===== src/rtl/cpu_multicycle_if.sv =====
// Memory bus plus IN/OUT stream handshakes of the multicycle CPU.
// The master side is the CPU; the slave side is memory and the I/O ports.
interface cpu_multicycle_if #(
  parameter int DATA_WIDTH = 16,
  parameter int ADDR_WIDTH = 6
);
  logic [DATA_WIDTH-1:0] mem;
  logic                  we;
  logic [ADDR_WIDTH-1:0] addr;
  logic [DATA_WIDTH-1:0] data;
  logic [DATA_WIDTH-1:0] in;
  logic                  in_valid;
  logic                  in_ready;
  logic [DATA_WIDTH-1:0] out;
  logic                  out_valid;

  modport master (
    input  mem, in, in_valid,
    output we, addr, data, in_ready, out, out_valid
  );

  modport slave (
    output mem, in, in_valid,
    input  we, addr, data, in_ready, out, out_valid
  );
endinterface


===== src/rtl/cpu_multicycle.sv =====
// Multicycle CPU: fetch, decode, operand read, execute, write-back.
// Memory reads take two states: *_A loads the address register, *_R captures mem.
//
// state   | meaning
// IF1     | load address register with pc
// IF2     | capture instruction, pc + 1
// DEC     | decode opcode
// RY_*    | read Y operand (IA/IR only when indirect)
// RZ_*    | read Z operand (IA/IR only when indirect)
// PX_*    | read destination pointer (indirect X only)
// EXE     | ALU result into write data, present write
// WR      | memory write strobe
// IN_WAIT | wait for IN handshake
// RX_*    | read X operand for OUT
// OUTP    | out_valid pulse
// HALT    | stopped until reset
module cpu_multicycle #(
  parameter int DATA_WIDTH = 16,
  parameter int ADDR_WIDTH = 6,
  parameter int PC_START   = 8,
  parameter int SP_START   = 2**ADDR_WIDTH-1
) (
  input  logic                  clk,
  input  logic                  rst_n,
  cpu_multicycle_if.master      bus,
  output logic [ADDR_WIDTH-1:0] pc,
  output logic [ADDR_WIDTH-1:0] sp,
  output logic                  halted,
  output logic                  illegal
);
  typedef enum logic [4:0] {
    S_IF1, S_IF2, S_DEC,
    S_RY_A, S_RY_R, S_RY_IA, S_RY_IR,
    S_RZ_A, S_RZ_R, S_RZ_IA, S_RZ_IR,
    S_PX_A, S_PX_R, S_EXE, S_WR, S_IN_WAIT,
    S_RX_A, S_RX_R, S_RX_IA, S_RX_IR, S_OUTP, S_HALT
  } state_t;

  localparam logic [3:0] OP_MOV  = 4'h0;
  localparam logic [3:0] OP_ADD  = 4'h1;
  localparam logic [3:0] OP_SUB  = 4'h2;
  localparam logic [3:0] OP_MUL  = 4'h3;
  localparam logic [3:0] OP_DIV  = 4'h4;
  localparam logic [3:0] OP_IN   = 4'h7;
  localparam logic [3:0] OP_OUT  = 4'h8;
  localparam logic [3:0] OP_STOP = 4'hF;

  state_t                state, state_nx, after_y, after_z;
  logic [DATA_WIDTH-1:0] ir, y_val, z_val, alu_res, data_r, out_r;
  logic [ADDR_WIDTH-1:0] pc_r, mar, ptr, ax_ext, ay_ext, az_ext, target;
  logic                  we_r, in_ready_c, out_valid_c;
  logic [3:0]            oc;
  logic                  dx, dy, dz;

  assign oc     = ir[15:12];
  assign dx     = ir[11];
  assign dy     = ir[7];
  assign dz     = ir[3];
  assign ax_ext = ADDR_WIDTH'(ir[10:8]);
  assign ay_ext = ADDR_WIDTH'(ir[6:4]);
  assign az_ext = ADDR_WIDTH'(ir[2:0]);
  assign target = dx ? ptr : ax_ext;

  // MOV skips Z; any instruction with indirect X fetches the pointer first.
  assign after_z = dx ? S_PX_A : S_EXE;
  assign after_y = (oc == OP_MOV) ? after_z : S_RZ_A;

  assign bus.addr      = mar;
  assign bus.data      = data_r;
  assign bus.we        = we_r;
  assign bus.out       = out_r;
  assign bus.in_ready  = in_ready_c;
  assign bus.out_valid = out_valid_c;
  assign pc            = pc_r;

  // State register.
  always_ff @(posedge clk or negedge rst_n) begin
    if (!rst_n) state <= S_IF1;
    else        state <= state_nx;
  end

  // Next-state decode and state-derived handshake outputs.
  always_comb begin
    state_nx    = state;
    in_ready_c  = 1'b0;
    out_valid_c = 1'b0;
    case (state)
      S_IF1:     state_nx = S_IF2;
      S_IF2:     state_nx = S_DEC;
      S_DEC: begin
        case (oc)
          OP_MOV, OP_ADD, OP_SUB, OP_MUL, OP_DIV: state_nx = S_RY_A;
          OP_IN:   state_nx = S_IN_WAIT;
          OP_OUT:  state_nx = S_RX_A;
          default: state_nx = S_HALT;
        endcase
      end
      S_RY_A:    state_nx = S_RY_R;
      S_RY_R:    state_nx = dy ? S_RY_IA : after_y;
      S_RY_IA:   state_nx = S_RY_IR;
      S_RY_IR:   state_nx = after_y;
      S_RZ_A:    state_nx = S_RZ_R;
      S_RZ_R:    state_nx = dz ? S_RZ_IA : after_z;
      S_RZ_IA:   state_nx = S_RZ_IR;
      S_RZ_IR:   state_nx = after_z;
      S_PX_A:    state_nx = S_PX_R;
      S_PX_R:    state_nx = (oc == OP_IN) ? S_WR : S_EXE;
      S_EXE:     state_nx = S_WR;
      S_WR:      state_nx = S_IF1;
      S_IN_WAIT: begin
        in_ready_c = 1'b1;
        if (bus.in_valid) state_nx = dx ? S_PX_A : S_WR;
      end
      S_RX_A:    state_nx = S_RX_R;
      S_RX_R:    state_nx = dx ? S_RX_IA : S_OUTP;
      S_RX_IA:   state_nx = S_RX_IR;
      S_RX_IR:   state_nx = S_OUTP;
      S_OUTP: begin
        out_valid_c = 1'b1;
        state_nx    = S_IF1;
      end
      S_HALT:    state_nx = S_HALT;
      default:   state_nx = S_IF1;
    endcase
  end

  // Unsigned ALU; division by zero saturates to all ones.
  always_comb begin
    alu_res = y_val;
    case (oc)
      OP_ADD:  alu_res = y_val + z_val;
      OP_SUB:  alu_res = y_val - z_val;
      OP_MUL:  alu_res = y_val * z_val;
      OP_DIV:  alu_res = (z_val == '0) ? '1 : y_val / z_val;
      default: alu_res = y_val;
    endcase
  end

  // Datapath registers; write strobe and write data are loaded on entry to WR.
  always_ff @(posedge clk or negedge rst_n) begin
    if (!rst_n) begin
      pc_r    <= ADDR_WIDTH'(PC_START);
      sp      <= ADDR_WIDTH'(SP_START);
      mar     <= '0;
      data_r  <= '0;
      out_r   <= '0;
      we_r    <= 1'b0;
      ir      <= '0;
      y_val   <= '0;
      z_val   <= '0;
      ptr     <= '0;
      halted  <= 1'b0;
      illegal <= 1'b0;
    end else begin
      we_r <= 1'b0;
      case (state)
        S_IF1: mar <= pc_r;
        S_IF2: begin
          ir   <= bus.mem;
          pc_r <= pc_r + ADDR_WIDTH'(1);
        end
        S_DEC: begin
          if (state_nx == S_HALT) begin
            halted  <= 1'b1;
            illegal <= (oc != OP_STOP);
          end
        end
        S_RY_A:           mar   <= ay_ext;
        S_RY_R, S_RY_IR:  y_val <= bus.mem;
        S_RY_IA, S_RX_IA: mar   <= y_val[ADDR_WIDTH-1:0];
        S_RZ_A:           mar   <= az_ext;
        S_RZ_R, S_RZ_IR:  z_val <= bus.mem;
        S_RZ_IA:          mar   <= z_val[ADDR_WIDTH-1:0];
        S_PX_A, S_RX_A:   mar   <= ax_ext;
        S_PX_R: begin
          ptr <= bus.mem[ADDR_WIDTH-1:0];
          if (oc == OP_IN) begin
            mar    <= bus.mem[ADDR_WIDTH-1:0];
            data_r <= y_val;
            we_r   <= 1'b1;
          end
        end
        S_EXE: begin
          mar    <= target;
          data_r <= alu_res;
          we_r   <= 1'b1;
        end
        S_IN_WAIT: begin
          if (bus.in_valid) begin
            y_val <= bus.in;
            if (!dx) begin
              mar    <= ax_ext;
              data_r <= bus.in;
              we_r   <= 1'b1;
            end
          end
        end
        S_RX_R: begin
          y_val <= bus.mem;
          if (!dx) out_r <= bus.mem;
        end
        S_RX_IR: out_r <= bus.mem;
        default: ;
      endcase
    end
  end
endmodule


===== src/flat_wrapper.sv =====
// flat-port wrapper written by rule: the top's interface ports become plain ports
module cpu_multicycle_flat 
#(
  parameter int DATA_WIDTH = 16,
  parameter int ADDR_WIDTH = 6,
  parameter int PC_START   = 8,
  parameter int SP_START   = 2**ADDR_WIDTH-1
)
  (clk, rst_n, pc, sp, halted, illegal, bus_mem, bus_in, bus_in_valid, bus_we, bus_addr, bus_data, bus_in_ready, bus_out, bus_out_valid);
  cpu_multicycle_if #(.DATA_WIDTH(DATA_WIDTH), .ADDR_WIDTH(ADDR_WIDTH)) bus_i ();
  input  logic clk;
  input  logic rst_n;
  output logic [ADDR_WIDTH-1:0] pc;
  output logic [ADDR_WIDTH-1:0] sp;
  output logic halted;
  output logic illegal;
  input wire logic [$bits(bus_i.mem)-1:0] bus_mem;
  input wire logic [$bits(bus_i.in)-1:0] bus_in;
  input wire logic [$bits(bus_i.in_valid)-1:0] bus_in_valid;
  output wire logic [$bits(bus_i.we)-1:0] bus_we;
  output wire logic [$bits(bus_i.addr)-1:0] bus_addr;
  output wire logic [$bits(bus_i.data)-1:0] bus_data;
  output wire logic [$bits(bus_i.in_ready)-1:0] bus_in_ready;
  output wire logic [$bits(bus_i.out)-1:0] bus_out;
  output wire logic [$bits(bus_i.out_valid)-1:0] bus_out_valid;
  assign bus_i.mem = bus_mem;
  assign bus_i.in = bus_in;
  assign bus_i.in_valid = bus_in_valid;
  assign bus_we = bus_i.we;
  assign bus_addr = bus_i.addr;
  assign bus_data = bus_i.data;
  assign bus_in_ready = bus_i.in_ready;
  assign bus_out = bus_i.out;
  assign bus_out_valid = bus_i.out_valid;
  cpu_multicycle #(.DATA_WIDTH(DATA_WIDTH), .ADDR_WIDTH(ADDR_WIDTH), .PC_START(PC_START), .SP_START(SP_START)) u_core (.clk(clk), .rst_n(rst_n), .bus(bus_i), .pc(pc), .sp(sp), .halted(halted), .illegal(illegal));
endmodule

===== config.mk =====
export PLATFORM = sky130hd
export DESIGN_NAME = cpu_multicycle_flat
export DESIGN_NICKNAME = d
export VERILOG_FILES = /design/src/rtl/cpu_multicycle_if.sv /design/src/rtl/cpu_multicycle.sv /design/src/flat_wrapper.sv
export SDC_FILE = /design/constraint.sdc
export NUM_CORES = 1
export LEC_CHECK = 0
export CAP_MARGIN = 10
export CORE_MARGIN = 1
export CORE_UTILIZATION = 40
export CTS_CLUSTER_SIZE = 20
export DETAILED_ROUTE_END_ITERATION = 16
export HOLD_SLACK_MARGIN = 0.15
export PLACE_DENSITY = 0.53
export SLEW_MARGIN = 10
export SYNTH_ARGS = -nofsm -noshare
export SYNTH_HDL_FRONTEND = slang
export SYNTH_SLANG_ARGS = --single-unit

===== constraint.sdc =====
create_clock -name clk -period 28.9 [get_ports clk]
set_clock_uncertainty 0.15 [all_clocks]
set_input_delay 8.67 -clock clk [delete_from_list [all_inputs] [get_ports clk]]
set_output_delay 8.67 -clock clk [all_outputs]
set_load 0.02 [all_outputs]

After elaboration in Yosys (flattened, before gate mapping)

Index checks and enable logic that the tools add are counted.
W data, S select, Z words.

Register bits: 106
Output and inout port bits: 55
Logic and storage cells: 97
Bits of input ports: 35

Mux-type cells: 31
Div/mod/pow operators: 1
$add $sub $neg: 3
Equal/unequal tests: 32
Multiply operators: 1
Reductions and logical operators: 17

Operator list:

| operator              | count |
|---|---|
| $pmux W5 S20          | 1 |
| $mux W16              | 6 |
| $pmux W16 S2          | 2 |
| $pmux W16 S4          | 1 |
| $pmux W6 S9           | 1 |
| $pmux W16 S3          | 1 |
| $eq A5 B4 Y1 const B  | 7 |
| $eq A5 B5 Y1 const B  | 7 |
| $mux W6               | 4 |
| $eq A5 B3 Y1 const B  | 4 |
| $mux W5               | 4 |
| $add A16 B16 Y16      | 1 |
| $div A16 B16 Y16      | 1 |
| $logic_not A16 Y1     | 1 |
| $mul A16 B16 Y16      | 1 |
| $sub A16 B16 Y16      | 1 |
| $pmux W5 S3           | 1 |
| $eq A5 B2 Y1 const B  | 2 |
| $mux W3               | 3 |
| $reduce_bool A9 Y1    | 1 |
| $eq A4 B2 Y1 const B  | 2 |
| $eq A4 B3 Y1 const B  | 2 |
| $reduce_and A4 Y1     | 2 |
| $add A6 B1 Y6 const B | 1 |
| 17 further kinds      | 28 |

Logic depth before layout (Yosys ltp)

Depth after elaboration: 6
Depth in mapped cells: 132
Gate-level depth less buffers: 122

Least setup slack after synthesis

OpenSTA, ideal clock, no wires.

Kind: register -> register
Start: register u_core.z_val[0]
End: register u_core.data_r[0] (netlist: u_core.bus.data[0])
Stages on the path, launching flop included: 119
Arrival: 26.422 ns
Setup slack: 2.192 ns
Cells stage by stage: dfrtp_1 > clkbuf_1 > inv_1 > ha_1 > o21ba_2 > nand3_1 > nand2_1 > o21ai_0 > ha_1 > or4b_2 > o211ai_1 > o21ai_0 > ha_1 > a21oi_1 > a211o_1 > or2_1 > buf_6 > o21a_1 > [... 83 more ...] > a21oi_1 > mux2_2 > ha_1 > a21o_1 > a21o_1 > o211ai_1 > a21oi_1 > o311ai_0 > a311o_1 > clkbuf_1 > nand2_1 > a2bb2oi_1 > ha_1 > a21o_1 > a2111oi_0 > nand2_1 > a221oi_1 > o21ai_0

Longest elaborated chain between the ends: 4
Elaborated cells on any way between the ends: 8
Those cells by class: 2 x add/sub; 1 x mul; 1 x div; 3 x mux; 1 x reduce/logical

Ends and longest elaborated chain:

| what                                                         | RTL line              | source |
|---|---|---|
| from (decl)                                                  | cpu_multicycle.sv:49  | `logic [DATA_WIDTH-1:0] ir, y_val, z_val, alu_res, data_r, out_r;` |
| from (signal assigned)                                       | cpu_multicycle.sv:172 | `S_RZ_R, S_RZ_IR: z_val <= bus.mem;` |
| $div A16 B16 Y16 / $logic_not A16 Y1 (equally long branches) | cpu_multicycle.sv:134 | `OP_DIV: alu_res = (z_val == '0) ? '1 : y_val / z_val;` |
| $mux W16                                                     | cpu_multicycle.sv:134 |  |
| $pmux W16 S4 *                                               | cpu_multicycle.sv:130 | `case (oc)` |
| $pmux W16 S3 *                                               | cpu_multicycle.sv:156 | `case (state)` |
| to (signal assigned)                                         | cpu_multicycle.sv:179 | `data_r <= y_val;` |
| to (signal assigned)                                         | cpu_multicycle.sv:185 | `data_r <= alu_res;` |
| to (signal assigned)                                         | cpu_multicycle.sv:193 | `data_r <= bus.in;` |
| to (decl)                                                    | cpu_multicycle.sv:49  |  |

Every way passes the cells marked *; elsewhere a longest branch is shown, timed or not.
A chain may end at the register's enable or synchronous reset.

Worst setup path after layout

Start: register u_core.z_val[12]
End: register u_core.data_r[0] (netlist: u_core.bus.data[0])

Longest elaborated chain between the ends: 4
Elaborated cells on any way between the ends: 5
Those cells by class: 1 x div; 3 x mux; 1 x reduce/logical

Ends and longest elaborated chain:

| what                                                         | RTL line |
|---|---|
| $div A16 B16 Y16 / $logic_not A16 Y1 (equally long branches) | cpu_multicycle.sv:134 |
| $mux W16 *                                                   | cpu_multicycle.sv:134 |
| $pmux W16 S4 *                                               | cpu_multicycle.sv:130 |
| $pmux W16 S3 *                                               | cpu_multicycle.sv:156 |

Marked as above.

==> summary.txt <==
Run status
  • Status: complete, no violations

Logic synthesis
  • Synthesized area per cell: 7.77 sq um
  • Synth Instances: 2197
  • Post-synth EDFFs: 0
  • Yosys Warn Count: 6
  • Register area share after synthesis: 0.155
  • Async set-reset flop share out of synthesis: 1.00
  • Post-synth cell types: 79
  • Seq cells post-synth: 106
  • Synth Flop Type: dfrtp_1
  • Area of the mapped netlist: 17100 sq um

Floorplan
  • I/O pin total: 90
  • Die W: 209 um
  • # rows: 75
  • Die height: 209 um
  • Core ar.: 42000 sq um
  • Starting Density: 0.406
  • Die area: 43500 sq um

Global route
  • Gr usage total: 0.297
  • Largest net degree at the start of global routing: 63
  • Vias in the first global route: 16289
  • Gr ovfl total: 0
  • First-pass GRT wire length: 98800 um
  • Initial antenna violation count: 1

Finish
  • Commonest non-fill, non-tap cells in the layout: nand2_1 (284), ha_1 (206), nor2_1 (183), inv_1 (170), o21ai_0 (139)
  • Final Cell Area: 19200 sq um
  • Share of layout cells above drive strength 1: 0.0912
  • Area Growth Syn to Fin: 12.3%
  • # fillers: 4238
  • Most common cell after layout, fill and taps aside: nand2_1
  • Final Net Count: 2577
  • ANT cells: 0

Clocking
  • CTS Hold Bufs: 0
  • Clock Root Buffer: clkbuf_16
  • TritonCTS clock tree: yes
  • Worst-path clk slew: 0.08 ns
  • CTS Sinks: 106
  • CTS HTree Levels: 3
  • CTS Buf Count: 9
  • Longest Clk Path Bufs: 2
  • Clk Latency, worst-skew pair: 0.37 ns

STA
  • Minimum clock period: 27.20 ns
  • Worst slew margin: 0.247
  • Max Fclk: 36.8 MHz
  • Final setup viols: 0
  • Worst Tran Pin Value: 1.11 ns
  • Final cycle utilization of the critical path: 0.941
  • Final Hold Vio Count: 0
  • Max Slew Vio Count: 0

Critical path
  • WP data required: 28.99 ns
  • Reg-to-reg startpoint: u_core.z_val[12]
  • Critical Path Start: u_core.z_val[12]
  • Critical path capture point type: register
  • Levels on crit path: 110
  • Reg2reg path depth: 110
  • Worst-path fanout max: 20
  • Critical Path Start Type: register
  • Setup CP Type: register to register
  • R2R Setup Slk: 1.70 ns
  • Reg-to-Reg End: u_core.bus.data[0]
  • CP endpoint: u_core.bus.data[0]
  • Critical path's top delay family: compound AO/OA/AOI/OAI gates
  • WP data arrival: 27.30 ns
  • Critical Path Most Common Cell: ha_1
  • Worst path max stage delay: 0.67 ns
  • Crit path buf inv count: 8
  • CP max-delay cell: or4b_2

Placement
  • GPL Wtd Cong: 0.937
  • Detailed Place HPWL: 48500 um
  • Area post-placement: 18600 sq um
  • Number of port buffers: 83

Flow run
  • Max-cap violation count: 0

Drt
  • DRC violations left: 0
  • Wire length per cell: 23.1 um
  • Drt pass-1 iters: 6
  • WL final: 64600 um
  • Drt via density: 5.99
  • Vias: 16778
  • DR iter-0 viols: 1547
  • Remaining antenna violation count after routing: 0

Min path
  • Min-Delay Path Class: register to register
## synth_stat cells (all sizes together), types with 11 or more instances
| cell type | instances | area [sq um] |
|---|---|---|
| a211oi | 21 | 158 |
| a21o | 37 | 278 |
| a21oi | 132 | 661 |
| a221oi | 15 | 131 |
| a31oi | 23 | 144 |
| and2 | 34 | 213 |
| and3 | 11 | 68.8 |
| buf | 12 | 83.8 |
| clkbuf | 97 | 364 |
| dfrtp | 105 | 2630 |
| fa | 81 | 1620 |
| ha | 206 | 2580 |
| inv | 171 | 642 |
| mux2 | 50 | 567 |
| mux2i | 28 | 280 |
| nand2 | 284 | 1070 |
| nand2b | 19 | 119 |
| nand3 | 46 | 230 |
| nand4 | 19 | 119 |
| nor2 | 186 | 701 |
| nor2b | 17 | 106 |
| nor3 | 50 | 250 |
| nor4 | 14 | 87.6 |
| o211ai | 26 | 200 |
| o21a | 30 | 225 |
| o21ai | 145 | 726 |
| o31ai | 12 | 90.1 |
| or2 | 15 | 93.8 |
| or3 | 22 | 138 |
| xnor2 | 107 | 937 |
| xor2 | 42 | 368 |
## final cells by class
type                    instances  area [sq um]  share of cell area
flip-flops and latches        106          2660               0.138
multi-input cells            1811         13600               0.707
repair buffers                151          1340              0.0698
clock inverters                 6          57.6             0.00300
clock buffers                  10           229              0.0119
inverters                     176           664              0.0346
well taps                     539           674              0.0352
## through the flow
step	setup slack [ns]	hold slack, ns	util	TNS [ns]	std cells
after floorplan	2.19	0.297	-	0	2202
after global placement	0.210	0.303	0.443	0	2774
after detailed placement	-0.616	0.305	0.443	-0.616	2774
after CTS	0.0411	0.328	0.450	0	2790
after global routing	-0.00708	0.354	0.456	-0.00708	2799
final	1.70	0.321	0.456	0	2799
## sequential cells by signal (all words and copies together) (netlist names)
signal and flops:
u_core.pc 6, u_core.y_val 16, u_core.bus.we 1, u_core.halted 1, u_core.ptr 6, u_core.ir 16
u_core.z_val 16, u_core.bus.out 16, u_core.bus.addr 6, u_core.state 5, u_core.illegal 1, u_core.bus.data 16
## per-layer routing
metal / global-route usage / wire length [um]
met5: 0 / 0
met4: 0.0743 / 1580
met3: 0.0475 / 4920
met2: 0.474 / 29000
met1: 0.417 / 29200
## how the worst min path moves through the flow
| stage | startpoint | to | slack [ns] | cells past startpoint |
|---|---|---|---|---|
| 6_report | u_core.halted | u_core.halted | 0.32 | 1 |
| 5_1_grt | u_core.halted | u_core.halted | 0.35 | 1 |
| 4_1_cts | u_core.halted | u_core.halted | 0.33 | 1 |
| 3_5_place_dp | u_core.halted | u_core.halted | 0.31 | 1 |
| 3_3_place_gp | u_core.halted | u_core.halted | 0.30 | 1 |
| 2_1_floorplan | u_core.ir[0] | u_core.ir[0] | 0.30 | 2 |
## logic make-up after synthesis
kind of cell               share of synthesized area
buffers and inverters                         0.0649
xor gates and xnor gates                      0.0764
other                                       0.000220
and+or+nand+nor                                0.200
AOI/OAI and AO/OA                              0.207
DFF                                            0.155
adders and majority gates                      0.246
muxes                                         0.0496
## what timing repair did
action	CTS	global route
gates resized for setup	9	42
buffers inserted	0	9
setup endpoints to repair	1	2
pin swaps	0	7
Power is left out: the tool's default activity adds up to more than one toggle a clock period on the data nets, which glitch-free logic cannot reach.
